[src/rtl/fifo_drain_ctrl.sv]
// Read-side controller for fifo_mem: pops in threshold bursts or full flushes,
// realigns returned data to the read latency and buffers it onto a valid/ready stream.
module fifo_drain_ctrl #(
    parameter int DATA_W     = 8,
    parameter int RD_LATENCY = 1,
    parameter int BURST_LEN  = 4
) (
    input  logic              clk,
    input  logic              rst,
    input  logic              fifo_empty,
    input  logic              fifo_threshold,
    output logic              fifo_rd,
    input  logic [DATA_W-1:0] fifo_data,
    input  logic              flush,
    output logic              m_valid,
    input  logic              m_ready,
    output logic [DATA_W-1:0] m_data,
    output logic              busy,
    output logic [15:0]       pop_count
);
    // state | meaning
    // IDLE  | waiting for a pending flush or the threshold flag
    // BURST | popping up to BURST_LEN bytes
    // FLUSH | popping until the FIFO reports empty
    // DRAIN | no pops; waiting for in-flight reads and the output buffer to empty
    localparam logic [1:0] S_IDLE  = 2'd0;
    localparam logic [1:0] S_BURST = 2'd1;
    localparam logic [1:0] S_FLUSH = 2'd2;
    localparam logic [1:0] S_DRAIN = 2'd3;

    logic [1:0]            state_q, state_d;
    logic                  flush_pend_q, flush_pend_d;
    logic [3:0]            remain_q, remain_d;
    logic [RD_LATENCY-1:0] pipe_q, pipe_d;
    logic [DATA_W-1:0]     buf_q [4];
    logic [1:0]            wr_ptr_q, rd_ptr_q;
    logic [2:0]            count_q, count_d;
    logic [15:0]           pop_count_q;
    logic [2:0]            inflight;
    logic                  credit_ok;
    logic                  buf_push;
    logic                  buf_pop;
    logic                  flush_req;

    always_comb begin
        inflight = '0;
        for (int i = 0; i < RD_LATENCY; i++) begin
            inflight = inflight + {2'b00, pipe_q[i]};
        end
    end

    // Credit covers both buffered bytes and reads still in the FIFO pipe, so the buffer cannot overflow.
    assign credit_ok = ({1'b0, count_q} + {1'b0, inflight}) < 4'd4;
    assign fifo_rd   = ((state_q == S_BURST && remain_q != 4'd0) || state_q == S_FLUSH)
                       && !fifo_empty && credit_ok;
    assign pipe_d    = RD_LATENCY'({pipe_q, fifo_rd});
    assign buf_push  = pipe_q[RD_LATENCY-1];
    assign m_valid   = (count_q != 3'd0);
    assign buf_pop   = m_valid && m_ready;
    assign count_d   = count_q + {2'b00, buf_push} - {2'b00, buf_pop};
    assign flush_req = flush || flush_pend_q;
    assign m_data    = buf_q[rd_ptr_q];
    assign busy      = (state_q != S_IDLE);
    assign pop_count = pop_count_q;

    always_comb begin
        state_d      = state_q;
        remain_d     = remain_q;
        flush_pend_d = flush_pend_q || flush;
        case (state_q)
            S_IDLE: begin
                flush_pend_d = 1'b0;
                if (flush_req && !fifo_empty) begin
                    state_d = S_FLUSH;
                end else if (fifo_threshold && !fifo_empty) begin
                    state_d  = S_BURST;
                    remain_d = 4'(BURST_LEN);
                end
            end
            S_BURST: begin
                if (fifo_rd) begin
                    remain_d = remain_q - 4'd1;
                end
                if (fifo_empty || remain_d == 4'd0) begin
                    state_d = S_DRAIN;
                end
            end
            S_FLUSH: begin
                if (fifo_empty) begin
                    state_d = S_DRAIN;
                end
            end
            S_DRAIN: begin
                if (inflight == 3'd0 && count_q == 3'd0) begin
                    state_d = S_IDLE;
                end
            end
            default: state_d = S_IDLE;
        endcase
    end

    always_ff @(posedge clk) begin
        if (rst) begin
            state_q      <= S_IDLE;
            flush_pend_q <= 1'b0;
            remain_q     <= 4'd0;
            pipe_q       <= '0;
            wr_ptr_q     <= 2'd0;
            rd_ptr_q     <= 2'd0;
            count_q      <= 3'd0;
            pop_count_q  <= 16'd0;
            for (int i = 0; i < 4; i++) begin
                buf_q[i] <= '0;
            end
        end else begin
            state_q      <= state_d;
            flush_pend_q <= flush_pend_d;
            remain_q     <= remain_d;
            pipe_q       <= pipe_d;
            count_q      <= count_d;
            pop_count_q  <= pop_count_q + {15'd0, fifo_rd};
            if (buf_push) begin
                buf_q[wr_ptr_q] <= fifo_data;
            end
            wr_ptr_q <= wr_ptr_q + {1'b0, buf_push};
            rd_ptr_q <= rd_ptr_q + {1'b0, buf_pop};
        end
    end
endmodule

[config.mk]
export PLATFORM = sky130hd
export DESIGN_NAME = fifo_drain_ctrl
export DESIGN_NICKNAME = d
export VERILOG_FILES = /design/src/rtl/fifo_drain_ctrl.sv
export SDC_FILE = /design/constraint.sdc
export NUM_CORES = 1
export LEC_CHECK = 0
export BUFFER_PORTS_ARGS = -buffer_cell sky130_fd_sc_hd__buf_2
export CAP_MARGIN = 10
export CORE_MARGIN = 5
export CORE_UTILIZATION = 45
export DETAILED_ROUTE_END_ITERATION = 8
export SYNTH_ARGS = -nofsm -noshare
export SYNTH_HDL_FRONTEND = slang
export SYNTH_SLANG_ARGS = --single-unit
[constraint.sdc]
create_clock -name clk -period 4.7 [get_ports clk]
set_clock_uncertainty 0.2 [all_clocks]
set_input_delay 0.235 -clock clk [delete_from_list [all_inputs] [get_ports clk]]
set_output_delay 0.235 -clock clk [all_outputs]
set_load 0.05 [all_outputs]
Word level (Yosys, flattened, before mapping)
Memory sizes are Yosys's and may differ from the RTL's. A register that Yosys moved wholly into a read port is not among the register bits.
Cells that the tools add are included.
{"block": "classes", "n_addsub": 7, "multipliers": 0, "div": 0, "order_cmp": 1, "eq_ne": 9, "shifts": 0, "muxes": 20, "bitwise": 0, "reduce_logical": 23}
{"op": "16-bit by 1-bit adder with 16-bit output", "n": 1}
{"op": "4-bit 2-to-1 mux", "n": 4}
{"op": "2-bit 2-to-1 mux", "n": 7}
{"op": "8-bit 2-to-1 mux", "n": 1}
{"op": "2-bit != test (second input constant)", "n": 4}
{"op": "2-bit case mux with 4 select lines", "n": 1}
{"op": "4-bit case mux with 2 select lines", "n": 1}
{"op": "8-bit OR reduction", "n": 1}
{"op": "1-bit logical AND", "n": 7}
{"op": "3-bit zero test", "n": 2}
{"op": "1-bit 2-to-1 mux", "n": 6}
{"op": "2-bit by 1-bit adder with 2-bit output", "n": 2}
{"op": "3-bit by 1-bit adder with 4-bit output", "n": 1}
{"op": "2-bit == test (second input constant)", "n": 2}
{"op": "4-bit zero test", "n": 1}
{"op": "4-bit by 3-bit < comparator with 1-bit output (second input constant)", "n": 1}
{"op": "4-bit AND reduction", "n": 1}
{"op": "2-bit nonzero test", "n": 2}
{"op": "4-bit nonzero test", "n": 1}
{"op": "4-bit by 1-bit subtractor with 4-bit output (second input constant)", "n": 1}
{"op": "3-bit by 1-bit adder with 3-bit output", "n": 1}
{"op": "1-bit logical OR", "n": 3}
{"op": "3-bit != test (second input constant)", "n": 1}
{"op": "3-bit AND reduction", "n": 1}
{"op": "other kinds (7)", "n": 7}
{"block": "word_totals", "register_bits": 31, "latchBits": 0, "ramBits": 32, "rom_bits": 0, "inputBits": 14, "word_cells": 69, "mem_count": 1}
{"memory": "buf_q", "words": 4, "word_bits": 8, "read_ports": 1, "rd_ports_with_merged_regs": 1, "wr": 4, "line_no": "35", "text": "logic [DATA_W-1:0] buf_q [4];"}

Longest topological paths before layout
{"block": "depth", "ltp_word": 11, "mapped_depth": 12}

Worst setup path after synthesis
No wires, ideal clock.
{"block": "synth_path", "kind": "reg-to-reg", "startpoint": "reg count_q[1]", "endpoint": "reg pop_count_q[13], in the netlist pop_count[13]", "setup_time_ns": 0.071, "arrival_ns": 3.024, "t_required_ns": 4.429, "slack_ns": 1.405, "path_stages_with_launch": 11, "path_buffers": 1, "period_less_slack_ns": 3.295, "cell_sequence": "dfxtp_1 ha_1 o211a_1 o22a_4 nor3_2 ha_1 and3_1 clkbuf_1 nand2_1 or3_1 a21oi_1"}
{"block": "synth_between", "elab_chain_cells": 4}
{"element": "start, declared", "line_no": "37", "text": "logic [2:0] count_q, count_d;"}
{"element": "start signal, assigned", "line_no": "120", "text": "count_q <= count_d;"}
{"element": "3-bit by 1-bit adder with 4-bit output", "line_no": "53", "text": "assign credit_ok = ({1'b0, count_q} + {1'b0, inflight}) < 4'd4;"}
{"element": "4-bit by 3-bit < comparator with 1-bit output", "line_no": "53"}
{"element": "1-bit logical AND", "line_no": "55", "text": "&& !fifo_empty && credit_ok;"}
{"element": "via fifo_rd", "line_no": "12", "text": "output logic fifo_rd,"}
{"element": "16-bit by 1-bit adder with 16-bit output", "line_no": "121", "text": "pop_count_q <= pop_count_q + {15'd0, fifo_rd};"}
{"element": "end signal, assigned", "line_no": "121"}
{"element": "end, declared", "line_no": "38", "text": "logic [15:0] pop_count_q;"}
The timed path passes the listed nets, and every way through them passes these cells.
A chain may end at the register's enable or synchronous reset.

Worst setup path after layout
{"block": "layout_path", "startpoint": "reg state_q[1]", "endpoint": "reg pop_count_q[12], in the netlist pop_count[12]"}
{"block": "layout_between", "elab_chain_cells": 6, "word_cells_on_any_way": 7, "classes_between": "add/sub: 1; eq/ne: 2; reduce/logical: 4"}
{"element": "start, declared", "line_no": "31", "text": "logic [1:0] state_q, state_d;"}
{"element": "start signal, assigned", "line_no": "116", "text": "state_q <= state_d;"}
{"element": "2-bit by 1-bit == test with 1-bit output", "line_no": "54", "text": "assign fifo_rd = ((state_q == S_BURST && remain_q != 4'd0) || state_q == S_FLUSH)"}
{"element": "1-bit logical AND", "line_no": "54"}
{"element": "1-bit logical OR (*)", "line_no": "54"}
{"element": "1-bit logical AND (*) (2 in a row)", "line_no": "55"}
{"element": "16-bit by 1-bit adder with 16-bit output (*)", "line_no": "121"}
Every way passes the cells marked *; elsewhere a longest branch is shown, timed or not.

==> metrics.md <==
| Metric | Value |
|---|---|
| Status | finished clean |
| DR pass1 iterations | 4 |
| CTS tree | done |
| Critical path endpoint category | register |
| Cts bufs inserted | 9 |
| Final setup vio count | 0 |
| FF+latch count, synth | 63 |
| CTS Buffer Depth | 2 |
| Final Instance Count excl. Fillers | 405 |
| Largest net degree at the start of global routing | 43 |
| Gr ovfl total | 0 |
| Die height | 92.4 um |
| Worst path required time | 4.76 ns |
| Placed cell areas | 3350 um2 |
| Peak VDD IR | 0.208 mV |
| Die Area | 8540 um2 |
| Kind of critical path | register to register |
| Comb power frac | 0.314 |
| First-pass GRT wire length | 10.3 mm |
| Max-Cap Viols | 0 |
| Synthesized area per cell | 11.2 um2 |
| Leakage | 1.43 nW |
| Clk_lat worst skew | 0.33 ns |
| Area growth from synthesis to layout | 15.6% |
| DRC | 0 |
| Fill cells | 617 |
| Unrepaired setup endpoints after global routing | false |
| Top-level I/O count | 41 |
| Standard-cell row count | 30 |
| Hold_ws | 0.0153 ns |
| Setup TNS | 0 ns |
| Post-route ant nets | 0 |
| Total track usage | 0.155 |
| Compound-Gate Fraction of Synth Area | 0.0745 |
| Main area contributors after synthesis | edfxtp_1, dfxtp_1, mux4_2, and2_1, ha_1 |
| Fmax | 0.351 GHz |
| Max Slew Vio Count | 0 |
| Worst Path Max Fanout | 13 |
| Total Nets Final | 347 |
| H-tree depth | 3 |
| Routability cong. | 0.826 |
| Multiplexer share of the synthesized area | 0.0589 |
| Initial Util | 0.455 |
| Yosys warns | 0 |
| Arr. time, crit path | 2.91 ns |
| HPWL after DPL | 4.07 mm |
| Synth area leader | edfxtp_1 |
| Max-slew headroom | 0.573 |
| Post-Synth Adder-Cell Area | 0.0557 |
| Largest family of logic cells by synthesized area | simple AND/OR/NAND/NOR gates |
| Routed wire length | 6.09 mm |
| Syn Nets | 299 |
| Final Hold Vio Count | 0 |
| Initial antenna violation count | 0 |
| Reg clk slew, reported paths | 0.07 ns |
| Root Driver | clkbuf_8 |
| Post-synth EDFFs | 32 |
| Synth top area share | 0.314 |
| HP Class | primary input to register |
| Clock Power Share | 0.248 |
| Port-buffer cells | 40 |
| Sequential area share after synthesis | 0.517 |
| Fraction of layout cells with a size suffix above 1 | 0.225 |
| Crit share post-route | 0.607 |
| Startpoint types | register |
| Clock sink count | 63 |
| Sw Share | 0.364 |
| Internal | 0.995 mW |
| Mapped Area | 3060 um2 |
| XOR/XNOR Fraction of Synth Area | 0.0401 |
| Min Tclk post-route | 2.85 ns |
| Most used DFF post-synth | edfxtp_1 |
| Vias in the first global route | 2,155 |
| Synth Area in Simple Gates | 0.228 |
| Detailed-route via count | 2,162 |
| Cells after Synth | 272 |
| DR vias/cell | 5.34 |
| ANT cells | 0 |
| Most common cell in the synthesized netlist | edfxtp_1 |
| Core region area | 6720 um2 |
| Async SR Flop Fraction | 0 |
| Worst slew pin tran | 0.639 ns |
| Switching power | 0.570 mW |
| Iter 0 DRT Violations | 80 |
| Placed insts | 386 |
| Post-CTS Setup Bufs | 0 |
| Synth cell count leaders | edfxtp_1, dfxtp_1, and2_1 |
| Library cells used by synthesis | 46 |
| Finished Cell Area | 3530 um2 |
| DR WL/cell | 15.0 um |
| Flop pwr share | 0.438 |
| Power consumption | 1.56 mW |
| Power Density | 443 nW/um2 |
| Die width | 92.4 um |
power groups by stage:
stage | Sequential [mW] | Combinational, mW | Clock, mW
4_1_cts | 0.687 | 0.495 | 0.404
5_1_grt | 0.696 | 0.537 | 0.423
3_5_place_dp | 0.699 | 0.492 | 0
2_1_floorplan | 0.673 | 0.406 | 0
6_report | 0.685 | 0.491 | 0.389
3_3_place_gp | 0.696 | 0.488 | 0
critical path: stages (launching register included):
cell and delay, ns:
dfxtp_1 0.33, inv_1 0.09, ha_1 0.43, a21oi_2 0.18, nor3_2 0.41, ha_1 0.25, ha_1 0.22, nand2_1 0.16
or3_1 0.37, a21oi_1 0.14
layout make-up:
type	count	area [um2]	area share
Sequential cell	63	1580	0.448
Tap cell	80	100	0.0283
Timing Repair Buffer	47	260	0.0737
Clock buffer	12	135	0.0382
Inverter	10	37.5	0.0106
Clock inverter	4	22.5	0.00637
Multi-Input combinational cell	189	1400	0.395
logic make-up after synthesis:
logic type      after synthesis
simple gates                124
mux                           8
flops                        63
buf+inv                      20
compound gates               30
xor+xnor                     14
fa+ha+maj                    13
through the flow:
step	setup slack, ns	util
4_1_cts	1.83	0.526
3_5_place_dp	1.84	0.498
2_1_floorplan	1.41	-
3_3_place_gp	1.88	0.498
6_report	1.85	0.526
5_1_grt	1.47	0.526
cells in the final DEF, fill, tap and decap left out, drive strengths merged, types with 10 or more instances in the layout:
| cell | Yosys | routed |
|---|---|---|
| and2 | 27 | 27 |
| clkbuf | 9 | 12 |
| dfxtp | 31 | 31 |
| nand2 | 13 | 13 |
| edfxtp | 32 | 32 |
| ha | 12 | 12 |
| nor3 | 11 | 11 |
| and3 | 13 | 13 |
| buf | 1 | 44 |
| nor2 | 20 | 20 |
| inv | 10 | 10 |
sequential cells by signal, indices dropped and copies added, names as in the netlist:
register      count
count_q           3
buf_push          1
wr_ptr_q          2
remain_q          4
state_q           2
flush_pend_q      1
pop_count        16
rd_ptr_q          2
buf_q            32
path summary, 6_finish.rpt:
check                 from            end  slack [ns]  depth (start not counted)
max             state_q[1]  pop_count[12]        1.85                          9
min           fifo_data[5]    buf_q[2][5]        0.02                          2
max reg2reg     state_q[1]  pop_count[12]        1.85                          9
min reg2reg  pop_count[13]  pop_count[13]        0.30                          2
layer usage:
layer | wire length (um) | track usage | vias to the layer above | part of all wire
met4 | 136 | 0.0804 | 0 | 0.022
met3 | 279 | 0.0398 | 12 | 0.046
met1 | 2970 | 0.201 | 1009 | 0.49
li1 | - | - | 1091 | -
met5 | 0 | 0 | - | 0
met2 | 2700 | 0.240 | 50 | 0.44
what timing repair did:
action	4_1_cts	5_1_grt
hold endpoints to repair	6	0
gates resized for setup	0	0
setup endpoints to repair	0	0
hold buffers	3	0
No activity file was read; power rests on OpenSTA's default activity.
